[config.mk]
export PLATFORM = sky130hd
export DESIGN_NAME = neuron_nbits
export DESIGN_NICKNAME = d
export VERILOG_FILES = /design/src/rtl/neuron_pkg.sv /design/src/rtl/neuron_mac.sv /design/src/rtl/neuron_nbits.sv
export SDC_FILE = /design/constraint.sdc
export NUM_CORES = 1
export LEC_CHECK = 0
export ABC_AREA = 1
export BUFFER_PORTS_ARGS = -buffer_cell sky130_fd_sc_hd__buf_2
export CAP_MARGIN = 40
export CELL_PAD_IN_SITES_DETAIL_PLACEMENT = 1
export CELL_PAD_IN_SITES_GLOBAL_PLACEMENT = 2
export CORE_MARGIN = 2
export CORE_UTILIZATION = 42
export CTS_BUF_LIST = sky130_fd_sc_hd__clkbuf_8 sky130_fd_sc_hd__clkbuf_16
export DETAILED_ROUTE_END_ITERATION = 6
export PLACE_DENSITY = 0.95
export SYNTH_ARGS = -nofsm -noshare
export SYNTH_HDL_FRONTEND = slang
export SYNTH_HIERARCHICAL = 1
export SYNTH_SLANG_ARGS = --single-unit
export TNS_END_PERCENT = 10
[constraint.sdc]
create_clock -name clk -period 11.08 [get_ports clk]
set_input_delay 1.108 -clock clk [delete_from_list [all_inputs] [get_ports clk]]
set_output_delay 1.108 -clock clk [all_outputs]
set_load 0.01 [all_outputs]
[src/rtl/neuron_pkg.sv]
// Shared types and arithmetic helpers for the neuron MAC element.
// Helpers work on a wide signed carrier so any legal N/GUARD fits without overflow.
package neuron_pkg;

  localparam int MAXW = 128;
  typedef logic signed [MAXW-1:0] wide_t;

  localparam int N_DEFAULT     = 8;
  localparam int GUARD_DEFAULT = 8;

  function automatic int acc_width(input int n, input int guard);
    return 2 * n + guard;
  endfunction

  localparam int ACC_W_DEFAULT = acc_width(N_DEFAULT, GUARD_DEFAULT);

  // Signed add clamped to the range of a width-bit two's complement value.
  function automatic wide_t sat_add(input wide_t a, input wide_t b, input int width);
    wide_t sum;
    wide_t hi;
    wide_t lo;
    sum = a + b;
    hi  = (wide_t'(1) <<< (width - 1)) - wide_t'(1);
    lo  = -hi - wide_t'(1);
    if (sum > hi)
      return hi;
    else if (sum < lo)
      return lo;
    else
      return sum;
  endfunction

  // ReLU followed by a clamp to the largest positive n-bit signed value.
  function automatic wide_t relu_sat(input wide_t s, input int n);
    wide_t hi;
    hi = (wide_t'(1) <<< (n - 1)) - wide_t'(1);
    if (s < 0)
      return '0;
    else if (s > hi)
      return hi;
    else
      return s;
  endfunction

endpackage

[src/rtl/neuron_mac.sv]
// Signed multiplier feeding a saturating accumulator register.
module neuron_mac
  import neuron_pkg::*;
#(
  parameter int N     = 8,
  parameter int GUARD = 8,
  parameter int ACC_W = acc_width(N, GUARD)
) (
  input  logic                    clk,
  input  logic                    rst,
  input  logic                    en,
  input  logic signed [N-1:0]     w,
  input  logic signed [N-1:0]     x,
  output logic signed [ACC_W-1:0] acc
);

  logic signed [2*N-1:0] prod;

  always_comb begin
    prod = w * x;
  end

  always_ff @(posedge clk) begin
    if (rst)
      acc <= '0;
    else if (en)
      acc <= ACC_W'(sat_add(wide_t'(acc), wide_t'(prod), ACC_W));
  end

endmodule

[src/rtl/neuron_nbits.sv]
// Single neuron: MAC accumulator, rescale by N bits, saturating ReLU output.
module neuron_nbits
  import neuron_pkg::*;
#(
  parameter int N     = 8,
  parameter int GUARD = 8
) (
  input  logic                clk,
  input  logic                rst,
  input  logic                en,
  input  logic signed [N-1:0] W,
  input  logic signed [N-1:0] X,
  output logic signed [N-1:0] Out
);

  localparam int ACC_W = acc_width(N, GUARD);

  logic signed [ACC_W-1:0] acc;
  wide_t                   scaled;

  neuron_mac #(
    .N     (N),
    .GUARD (GUARD),
    .ACC_W (ACC_W)
  ) u_mac (
    .clk (clk),
    .rst (rst),
    .en  (en),
    .w   (W),
    .x   (X),
    .acc (acc)
  );

  always_comb begin
    scaled = wide_t'(acc) >>> N;
    Out    = N'(relu_sat(scaled, N));
  end

endmodule

==> metrics.md <==
| Metric | Value |
|---|---|
| Most flop-heavy register | `u_mac/acc` |
| CTS root buffer | `clkbuf_16` |
| Hold_buf cts | `0` |
| Worst hold-check path type | `flop to flop` |
| Yosys warnings | `6` |
| Die span in x | `between 100 and 150 um` |
| Slew @ Worst Pin | `0.854 ns` |
| Max-slew violation count | `0` |
| DR vias/cell | `around 4.9` |
| Post-synth top cells | `187 x nand2_1, 177 x inv_1, 108 x fa_1` |
| Fmax | `roughly 150 MHz` |
| Die area | `roughly 15000 um^2` |
| DRC | `0` |
| Post-synth EDFFs | `0` |
| Routed length on met2 | `roughly 8000 um` |
| CTS tree | `built` |
| Post-synth top area cell | `fa_1` |
| CP top delay family | `adder cells` |
| Biggest regs | `u_mac/acc: 24 flops` |
| Vias post-DR | `around 4600` |
| Largest cells by area after synthesis | `fa_1 37%, nand2_1 12%, ha_1 12%` |
| Max reg flops | `24` |
| Starting Density | `42.8%` |
| Initial antenna violation count | `0` |
| Relative slew slack | `about 43%` |
| Yosys top cell area share | `about 37%` |
| Crit path required time | `between 10 and 15 ns` |
| First-pass GRT wire length | `approximately 25000 um` |
| Setup slack, reg-to-reg | `approximately 6 ns` |
| Slowest cell on the critical path | `fa_1` |
| Syn_nets | `932` |
| Fin Setup TNS | `0 ns` |
| Initial DRC count | `~130` |
| Drt total wl | `between 15000 and 20000 um` |
| R2r startpoint | `u_mac/acc[6]$_SDFFE_PP0P_` |
| Final setup viols | `0` |
| Ys async rst share | `0%` |
| CTS sink cnt | `24` |
| Top Ports | `27` |
| Clock transition at the registers of the reported paths | `0.07 ns` |
| GP Congestion | `roughly 0.86` |
| Hold Path End | `u_mac/acc[4]$_SDFFE_PP0P_` |
| Initial DRT Pass Iterations | `4` |
| Fill cells | `1721` |
| M1 WL | `approximately 6500 um` |
| Ant diodes | `0` |
| Final period utilization | `approximately three fifths` |
| Resize count post-CTS | `0` |
| Distinct cells, synth | `29` |
| Layout area overhead | `6.35%` |
| Minimum clock period | `~6.6 ns` |
| Crit-path max FO | `13` |
| H-tree levels | `1` |
| Max stage delay on crit path | `about 0.76 ns` |
| Max_cap viols | `0` |
| Final ANT Viol Nets | `0` |
| Clock buffer depth | `2` |
| Number of global-route vias before repair | `between 5000 and 6000` |
| Layout Nets | `940` |
| GRT Total Usage | `a little over a fifth` |
| Clk_lat worst skew | `0.26 ns` |
| Core area | `around 14000 um^2` |
| CTS Buf Count | `3` |
| #FFs+latches synth | `24` |
| HPWL after DPL | `about 14000 um` |
| Final Hold Fails | `0` |
| Netlist Area Pre-Place | `between 5000 and 6000 um^2` |
| Max Used Layer | `met4` |
| Postcts setup bufs | `0` |
| FF-to-FF End | `u_mac/acc[7]$_SDFFE_PP0P_` |
| Startpoint types | `input port` |
| Critical path capture point type | `flop` |
| DR WL/cell | `about 16 um` |
| RSZ-0062 raised after global routing | `no` |
| Worst Path Buf+Inv | `6` |
| Setup Skew | `0.00269 ns` |
| Fraction of layout cells with a size suffix above 1 | `roughly a tenth` |
| Arr. time, crit path | `about 6.7 ns` |
| Worst hold start | `u_mac/acc[4]$_SDFFE_PP0P_` |
| Most common cell in the netlist | `nand2_1` |
| Largest net degree at the start of global routing | `27` |
| Hold depth | `2` |
| Status | `completed` |
| R2R depth | `19` |
| Ys flop type | `dfxtp_1` |
| Kind of critical path | `input port to flop` |
| Crit path cell chain | `buf_2 > nand2_1 > inv_1 > fa_1 > inv_1 > fa_1 > inv_1 > fa_1 > fa_1 > ha_1 > ha_1 > nand2_2 > inv_1 > nand2_1 > nand2_1 > a21oi_1 > nand3_1 > nand2_1 > nand2_2 > a21oi_4 > buf_16 > a21oi_1` |
| Post-Syn Area per Cell | `between 7 and 8 um^2` |
| Wire length on met3 | `between 200 and 250 um` |
| Post-synthesis sequential area ratio | `8.16%` |
| Die height | `between 100 and 150 um` |
| Port bufs | `25` |
| GRT Residual Overflow | `0` |
| Row Count | `between 40 and 50` |
| Cells after synthesis | `around 750` |
metrics by stage:
| stage | instances | util, % | hold WS [ns] | cell area, um^2 | setup WS [ns] |
|---|---|---|---|---|---|
| CTS | 936 | 45.5 | 0.545 | 6260 | 4.48 |
| global placement | 930 | 44.4 | 0.518 | 6120 | 4.20 |
| detailed placement | 932 | 44.8 | 0.529 | 6180 | 4.21 |
| floorplan | 749 | - | 0.490 | 5890 | 5.14 |
| finish | 936 | 45.5 | 0.546 | 6260 | 4.49 |
| global route | 936 | 45.5 | 0.576 | 6260 | 4.10 |
final cells by class:
class	count	area (um^2)	share of cell area, %
Clock buffer	4	88.8	1.42
Timing Repair Buffer	27	180	2.88
Inverter	179	672	10.7
Multi-Input combinational cell	522	4620	73.7
Sequential cell	24	480	7.67
Tap cell	180	225	3.59
worst max-delay path by stage:
| stage | from | to | slack (ns) | depth (start not counted) |
|---|---|---|---|---|
| finish | X[2] | u_mac/acc[7]$_SDFFE_PP0P_ | 4.49 | 22 |
| CTS | X[2] | u_mac/acc[7]$_SDFFE_PP0P_ | 4.48 | 22 |
| global placement | X[2] | u_mac/acc[7]$_SDFFE_PP0P_ | 4.20 | 21 |
| floorplan | X[2] | u_mac/acc[0]$_SDFFE_PP0P_ | 5.14 | 22 |
| detailed placement | X[2] | u_mac/acc[7]$_SDFFE_PP0P_ | 4.21 | 22 |
| global route | X[2] | u_mac/acc[6]$_SDFFE_PP0P_ | 4.10 | 22 |
cell usage in the layout (no fill, tap or decap), drive strengths merged, types with 4 or more instances in the layout:
cell type	netlist	routed
a21oi	51	51
buf	5	27
clkbuf	19	4
dfxtp	24	24
fa	108	108
ha	56	56
inv	179	179
nand2	192	192
nand3	15	15
nand4	8	8
nor2	34	34
o21ai	26	26
o21bai	6	6
xnor2	8	8
xor2	9	9
per-layer routing:
metal | vias up | GRT usage, %
met4 | 0 | 3.95
met5 | - | 0
met2 | 55 | 40.2
met1 | 2307 | 27.6
li1 | 2237 | -
met3 | 16 | 0.836
cells by family (layout without fill, tap and decap cells):
logic type                 after synthesis  in the layout  share of synthesized area (%)
buffers and inverters                  203            210                           13.4
AOI/OAI and AO/OA                       84             84                           8.96
DFF                                     24             24                           8.16
adders and majority gates              164            164                           48.6
and+or+nand+nor                        256            256                           18.2
other                                    1              1                         0.0637
xor gates and xnor gates                17             17                           2.53
worst min-delay path: cells and delay by family, from the launching register on:
family | cells | cell delay (ns)
flip-flops | 1 | 0.33
AO/OA/AOI/OAI | 2 | 0.19
Power is not shown: default switching activity piles up to over one toggle a cycle in this logic, so the estimate is an artifact.
